**config.mk**
```make
export PLATFORM = sky130hd
export DESIGN_NAME = regfile_writeback_arbiter
export DESIGN_NICKNAME = d
export VERILOG_FILES = /design/src/rtl/regfile_writeback_arbiter.sv
export SDC_FILE = /design/constraint.sdc
export NUM_CORES = 1
export LEC_CHECK = 0
export CAP_MARGIN = 20
export CORE_UTILIZATION = 58
export DETAILED_ROUTE_END_ITERATION = 6
export HOLD_SLACK_MARGIN = 0.02
export PLACE_DENSITY = 0.85
export REMOVE_ABC_BUFFERS = 1
export SLEW_MARGIN = 20
export SYNTH_ARGS = -nofsm -noshare
export SYNTH_HDL_FRONTEND = slang
export SYNTH_SLANG_ARGS = --single-unit
export TNS_END_PERCENT = 5
```
**constraint.sdc**
```tcl
create_clock -name clk -period 7.4 [get_ports clk]
set_input_delay 1.48 -clock clk [delete_from_list [all_inputs] [get_ports clk]]
set_output_delay 1.48 -clock clk [all_outputs]
set_load 0.05 [all_outputs]
```
**src/rtl/regfile_writeback_arbiter.sv**
```systemverilog
// Write-port front end for the 32x64 register file: merges single-cycle ALU
// results with a small LSU result FIFO, tracks pending writes and resolves WAW.
module regfile_writeback_arbiter #(
  parameter int DATA_W   = 64,
  parameter int ADDR_W   = 5,
  parameter int DEPTH    = 4,
  parameter int MAX_WAIT = 3
) (
  input  logic                     clk,
  input  logic                     reset,
  input  logic                     alu_valid,
  input  logic [ADDR_W-1:0]        alu_rd,
  input  logic [DATA_W-1:0]        alu_data,
  output logic                     alu_ready,
  input  logic                     lsu_valid,
  input  logic [ADDR_W-1:0]        lsu_rd,
  input  logic [DATA_W-1:0]        lsu_data,
  output logic                     lsu_ready,
  output logic [ADDR_W-1:0]        rd,
  output logic [DATA_W-1:0]        write_data,
  output logic                     reg_write,
  output logic [31:0]              busy_mask,
  output logic [$clog2(DEPTH):0]   pending_count
);

  localparam int PTR_W = $clog2(DEPTH);
  localparam int CNT_W = PTR_W + 1;
  localparam int AGE_W = $clog2(MAX_WAIT + 1);

  logic [ADDR_W-1:0] r_qRd   [DEPTH];
  logic [DATA_W-1:0] r_qData [DEPTH];
  logic [DEPTH-1:0]  r_qValid;
  logic [DEPTH-1:0]  r_qCancel;
  logic [PTR_W-1:0]  r_wrPtr;
  logic [PTR_W-1:0]  r_rdPtr;
  logic [CNT_W-1:0]  r_count;
  logic [AGE_W-1:0]  r_headAge;

  logic w_empty;
  logic w_headStarved;
  logic w_aluGrant;
  logic w_pop;
  logic w_popWrite;
  logic w_push;
  logic [31:0] w_busy;

  always_comb begin
    w_empty       = (r_count == '0);
    w_headStarved = !w_empty && (r_headAge >= AGE_W'(MAX_WAIT));
    alu_ready     = !reset || !w_headStarved;
    lsu_ready     = reset && (r_count < CNT_W'(DEPTH));
    w_aluGrant    = reset && alu_valid && alu_ready && (alu_rd != '0);
    w_pop         = reset && !w_aluGrant && !w_empty;
    w_popWrite    = w_pop && !r_qCancel[r_rdPtr];
    // x0 pushes are handshaken but never stored
    w_push        = reset && lsu_valid && lsu_ready && (lsu_rd != '0);
    pending_count = r_count;
  end

  always_comb begin
    w_busy = '0;
    for (int i = 0; i < DEPTH; i++) begin
      if (r_qValid[i] && !r_qCancel[i]) w_busy[r_qRd[i]] = 1'b1;
    end
    busy_mask = w_busy;
  end

  always_ff @(posedge clk) begin
    if (w_push) begin
      r_qRd[r_wrPtr]   <= lsu_rd;
      r_qData[r_wrPtr] <= lsu_data;
    end
  end

  always_ff @(posedge clk) begin
    if (!reset) begin
      rd         <= '0;
      write_data <= '0;
      reg_write  <= 1'b0;
      r_qValid   <= '0;
      r_qCancel  <= '0;
      r_wrPtr    <= '0;
      r_rdPtr    <= '0;
      r_count    <= '0;
      r_headAge  <= '0;
    end else begin
      reg_write <= w_aluGrant || w_popWrite;
      if (w_aluGrant) begin
        rd         <= alu_rd;
        write_data <= alu_data;
      end else if (w_popWrite) begin
        rd         <= r_qRd[r_rdPtr];
        write_data <= r_qData[r_rdPtr];
      end
      // Older queued writes to the ALU's target must not overwrite it later
      for (int i = 0; i < DEPTH; i++) begin
        if (w_aluGrant && r_qValid[i] && (r_qRd[i] == alu_rd)) r_qCancel[i] <= 1'b1;
      end
      if (w_pop) begin
        r_qValid[r_rdPtr] <= 1'b0;
        r_rdPtr           <= r_rdPtr + PTR_W'(1);
      end
      if (w_push) begin
        r_qValid[r_wrPtr]  <= 1'b1;
        r_qCancel[r_wrPtr] <= 1'b0;
        r_wrPtr            <= r_wrPtr + PTR_W'(1);
      end
      if (w_push && !w_pop)      r_count <= r_count + CNT_W'(1);
      else if (w_pop && !w_push) r_count <= r_count - CNT_W'(1);
      if (w_pop)                                        r_headAge <= '0;
      else if (!w_empty && !w_headStarved)              r_headAge <= r_headAge + AGE_W'(1);
    end
  end

endmodule

```
==> impl_metrics.tcl, run 1 <==
set metrics [dict create \
    die_y_um 163 \
    finalMaxSlewViolations 0 \
    fillerInstances 1509 \
    clkSlewWorstSetupHoldPaths_ps 60 \
    grt_usage_pct 29.7 \
    grt_pass1_wl_um 58900 \
    yosys_warnings 0 \
    fin_crit_sh_pct 64.0 \
    dp_hpwl_um 24700 \
    ctsResizeCount 0 \
    reg2reg_to "pending_count[2]" \
    synth_area_per_cell_um2 15.0 \
    min_period_ps 4730 \
    die_w_um 163 \
    fin_setup_tns_ps 0 \
    cp.required_ps 5920 \
    multi_input_area_mm2 0.00461 \
    ys_types 59 \
    min_from "r_headAge[1]" \
    hold_depth 2 \
    synthTopCellsByArea "edfxtp_1 (55%), dfxtp_1 (12%), mux4_2 (10%), nand2_1 (2.5%), a31oi_1 (1.9%)" \
    hold_buffers 0 \
    drt_iter0_markers 1191 \
    fmax_mhz 211 \
    wl_um 39300 \
    drive_gt1_share_pct 13.3 \
    start_util_pct 59.5 \
    place_congestion 0.926 \
    grt_overflow 0 \
    drtPass1Iterations 5 \
    max_stage_delay_ps 870 \
    vias 10000 \
    avgViaCountPerCell 6.33 \
    path_class "primary input to output pin" \
    cts_buffers 37 \
    worstSetupStartpointType "primary input" \
    rrSetupSlack_ps 4650 \
    synth_edf_count 276 \
    yosysTopAreaCell "edfxtp_1" \
    arrival_ps 3250 \
    yosysSeqAreaShare_pct 66.8 \
    ant_nets 0 \
    grt_max_degree 70 \
    area_growth_pct 25.9 \
    ys.flop_type "edfxtp_1" \
    crit_chain "buf_2, buf_4, nor2b_1, clkdlybuf4s50_1" \
    fin_util_pct 75.0 \
    fin_skew_ps 19.4 \
    grt_pass1_vias 10200 \
    ys_ff_latch 365 \
    reg2regPathDepth 10 \
    seqCellArea_mm2 0.0101 \
    p_leak_nw 6.29 \
    worstMarginPinSlew_ps 1130 \
    r2r-start "r_headAge[0]" \
    antenna_found_initial 3 \
    min_to "r_headAge[1]" \
    dieArea_mm2 0.0267 \
    clockBufferDepth 3 \
    vdd_drop_max_mv 0.254 \
    hold_violations 0 \
    cts_tree "yes" \
    outcome "complete, no violations" \
    placed_area_mm2 0.0178 \
    route.detailed.drc 0 \
    cts-htree-levels 2 \
    pwr_density_cell_mw_per_mm2 306 \
    setup_slack_ps 2670 \
    wire_per_inst_um 24.8 \
    post-place-ws_ps 2620 \
    clkSinkCount 365 \
    cp-end-kind "output pin" \
    worst_path_max_delay_cell "clkdlybuf4s50_1" \
    relSlewSlack_pct 23.7 \
    row_count 58 \
    io_pins 249 \
    critPathMaxFanout 55 \
    rsz0062_at_grt "no" \
    numPortBuffers 248 \
    clockRootBuffer "clkbuf_16" \
    synth_common_cells "edfxtp_1 (276), nand2_1 (100), dfxtp_1 (89)" \
    nNetsFinal 1378 \
    netlist.area_leader.share_pct 55.0 \
    async_flop_share_pct 0 \
    syn_inst 1003 \
    setup_viol 0 \
    fp.coreArea_mm2 0.0253 \
    fin_area_mm2 0.0190 \
    clock_latency_ps 520 \
    hp-class "flop to flop" \
    post_synth_instance_area_mm2 0.0151 \
    cts_setup_buffers 0 \
    maxCapViolations 0 \
    yosysMostFrequentCell "edfxtp_1" \
]
==> per-stage QoR <==
step / hold WS, ps / power [mW] / cells
6_report: 472 / 5.81 / 1586
5_1_grt: 494 / 6.00 / 1584
4_1_cts: 467 / 5.82 / 1583
3_5_place_dp: 459 / 3.98 / 1516
3_3_place_gp: 446 / 3.94 / 1515
2_1_floorplan: 436 / 3.46 / 927
==> registers in the layout, indices dropped and copies added (netlist names), named ones only <==
| name | count |
|---|---|
| pending_count | 3 |
| r_rdPtr | 2 |
| r_wrPtr | 2 |
| rd | 5 |
| r_qRd | 20 |
| r_headAge | 2 |
| r_qValid | 4 |
| write_data | 64 |
| r_qCancel | 4 |
| r_qData | 256 |
| reg_write | 1 |
==> power breakdown <==
group | switching, mW | internal (mW)
clock network | 0.776 | 1.07
registers | 0.151 | 2.40
logic | 0.870 | 0.533
==> metal layers <==
layer | wire (um) | track usage (%)
met1 | 15100 | 37.6
met2 | 20100 | 50.8
met3 | 2900 | 5.89
met4 | 1230 | 10.8
met5 | 13 | 0
==> cell families (layout without fill, tap and decap cells) <==
group,Yosys count,after routing,share of synthesized area (%)
AO/OA/AOI/OAI,200,200,9.68
other,0,3,0
AND/OR/NAND/NOR,234,234,7.85
flip-flops,365,365,66.8
buffers and inverters,99,349,2.88
multiplexers,71,71,10.5
XOR/XNOR,23,23,1.34
adder cells (fa/ha/maj),11,11,0.962
==> cells in the final DEF (no fill, tap or decap), types with 26 or more instances in the layout <==
cell / instances
edfxtp_1: 276
clkbuf_16: 38
dfxtp_1: 87
nor2_1: 34
nand2_1: 100
a221o_1: 26
a31oi_1: 45
mux4_2: 70
o21ai_0: 27
clkdlybuf4s50_1: 247
==> critical path: cells and delay by family <==
kind	cells	cell delay [ps]
buffers and inverters	3	1430
and+or+nand+nor	1	260
==> worst max path at each step <==
stage | end | start | cells past startpoint
2_1_floorplan | r_qData[0][0] | reset | 4
3_3_place_gp | r_qData[0][14] | lsu_rd[0] | 6
3_5_place_dp | r_qData[0][14] | lsu_rd[0] | 6
4_1_cts | busy_mask[9] | r_qRd[3][0] | 4
5_1_grt | busy_mask[30] | r_qRd[3][1] | 4
6_report | lsu_ready | reset | 4
==> layout make-up <==
type | count | share of cell area (%)
Sequential cell | 365 | 53.1
Multi-Input combinational cell | 539 | 24.3
Timing Repair Buffer | 259 | 13.6
Clock buffer | 45 | 5.25
Tap cell | 330 | 2.18
Clock inverter | 22 | 1.11
Inverter | 23 | 0.481
Antenna cell | 3 | 0.0395
Power figures use the tool's default switching activity.
==> run 2, diff against run 1 <==
--- a/config.mk
+++ b/config.mk
@@ -6,10 +6,10 @@
 export NUM_CORES = 1
 export LEC_CHECK = 0
 export CAP_MARGIN = 20
-export CORE_UTILIZATION = 58
+export CORE_UTILIZATION = 53
 export DETAILED_ROUTE_END_ITERATION = 6
 export HOLD_SLACK_MARGIN = 0.02
-export PLACE_DENSITY = 0.85
+export PLACE_DENSITY = 0.78
 export REMOVE_ABC_BUFFERS = 1
 export SLEW_MARGIN = 20
 export SYNTH_ARGS = -nofsm -noshare
==> constraint.sdc (replaced) <==
create_clock -name clk -period 4.45 [get_ports clk]
set_input_delay 0.89 -clock clk [delete_from_list [all_inputs] [get_ports clk]]
set_output_delay 0.89 -clock clk [all_outputs]
set_load 0.05 [all_outputs]
==> run 2 against run 1 <==
  * Flip-flop and latch count stayed put
  * Largest cell class unchanged
  * Highest routed layer unchanged
  * Critical path type is now flop to output pin
  * Largest power group unchanged
  * Via count is 0.84% lower
  * Core utilization is 6.4 points lower
  * Setup slack worse by 2100 ps
  * First-iteration DRC count is 15% lower
==> impl_metrics.tcl, run 2 (synthesized netlist as in run 1, its figures left out) <==
set metrics [dict create \
    reg2reg_to "pending_count[2]" \
    min_to "write_data[51]" \
    fin_crit_sh_pct 88.3 \
    avgViaCountPerCell 6.07 \
    antenna_found_initial 5 \
    finalNonFillerCells 1641 \
    rrSetupSlack_ps 1650 \
    critPathMaxFanout 8 \
    drive_gt1_share_pct 13.4 \
    hold_buffers 0 \
    die_y_um 171 \
    clkSlewWorstSetupHoldPaths_ps 60 \
    cts_setup_buffers 0 \
    wl_um 38100 \
    maxCapViolations 0 \
    outcome "complete, no violations" \
    ctsResizeCount 0 \
    arrival_ps 3040 \
    cp.required_ps 3560 \
    cts_tree "yes" \
    numPortBuffers 248 \
    path_class "flop to output pin" \
    grt_pass1_vias 10000 \
    grt_overflow 0 \
    nNetsFinal 1387 \
    cts-htree-levels 2 \
    grt_max_degree 92 \
    io_pins 249 \
    drtPass1Iterations 6 \
    start_util_pct 54.1 \
    p_leak_nw 6.34 \
    holdWs_ps 471 \
    place_congestion 0.952 \
    min_period_ps 3930 \
    drt_iter0_markers 1018 \
    post-place-ws_ps 521 \
    cts_buffers 37 \
    wire_per_inst_um 23.2 \
    row_count 61 \
    rsz0062_at_grt "no" \
    fin_setup_tns_ps 0 \
    relSlewSlack_pct 26.8 \
    fin_skew_ps 17.0 \
    most-common-layout-cells "edfxtp_1 (276), clkdlybuf4s50_1 (247), nand2_1 (100)" \
    worstSetupStartpointType "flop" \
    clkSinkCount 365 \
    fp.coreArea_mm2 0.0279 \
    ant_nets 0 \
    die_w_um 171 \
    clockBufferDepth 3 \
    finalMaxSlewViolations 0 \
    reg2regPathDepth 10 \
    r2r-start "r_headAge[0]" \
    fmax_mhz 254 \
    top_regs "r_qData (256), write_data (64), r_qRd (20)" \
    fin_area_mm2 0.0191 \
    placed_area_mm2 0.0179 \
    dp_hpwl_um 23900 \
    setup_viol 0 \
    largest_register "r_qData" \
    startpoint "r_qRd[0][0]" \
    clock_latency_ps 510 \
    area_growth_pct 26.7 \
    grt_usage_pct 26.3 \
    hp-class "flop to flop" \
    largest_register_ffs 256 \
    vias 9963 \
    route.detailed.drc 0 \
    min_from "write_data[51]" \
    hold_violations 0 \
    cp-end-kind "output pin" \
    hold_depth 2 \
    worstMarginPinSlew_ps 1100 \
    pwr_density_cell_mw_per_mm2 500 \
    final_common_cell "edfxtp_1" \
    vdd_drop_max_mv 0.376 \
    dieArea_mm2 0.0291 \
    power_mw 9.56 \
    setup_slack_ps 519 \
    fin_util_pct 68.6 \
    dp_cells 1573 \
    grt_pass1_wl_um 57100 \
    clockRootBuffer "clkbuf_16" \
]
## run 2: layout make-up
type | count | area (um^2)
Timing Repair Buffer | 268 | 2700
Clock buffer | 49 | 981
Tap cell | 378 | 473
Clock inverter | 18 | 184
Inverter | 23 | 91.3
Antenna cell | 1 | 2.50
Sequential cell | 365 | 10100
Multi-Input combinational cell | 539 | 4590
Fill cell | 1870 | 8750
## run 2: worst max-delay path, stage by stage (launching register included)
cell and delay, ps:
edfxtp_1 470, or4b_2 870, o221ai_1 330, clkdlybuf4s50_1 860
## run 2: power breakdown
| part | switching (mW) | leakage, nW | internal, mW |
|---|---|---|---|
| combinational | 1.43 | 2.53 | 0.907 |
| sequential | 0.250 | 3.24 | 3.99 |
| clock | 1.24 | 0.575 | 1.74 |
## run 2: worst max path at each step
stage                                  end  depth (start not counted)
after floorplan             write_data[24]                          3
after global placement    pending_count[2]                         11
after detailed placement  pending_count[2]                         11
after CTS                     busy_mask[4]                          3
after global routing          busy_mask[4]                          3
final                         busy_mask[4]                          3
## run 2: layer usage
layer / vias to the layer above / part of all wire [%] / global-route usage (%)
li1: 4450 / - / -
met1: 4991 / 41 / 34.8
met2: 430 / 49 / 43.4
met3: 86 / 7.7 / 6.08
met4: 6 / 2.6 / 7.68
met5: - / 0.11 / 0
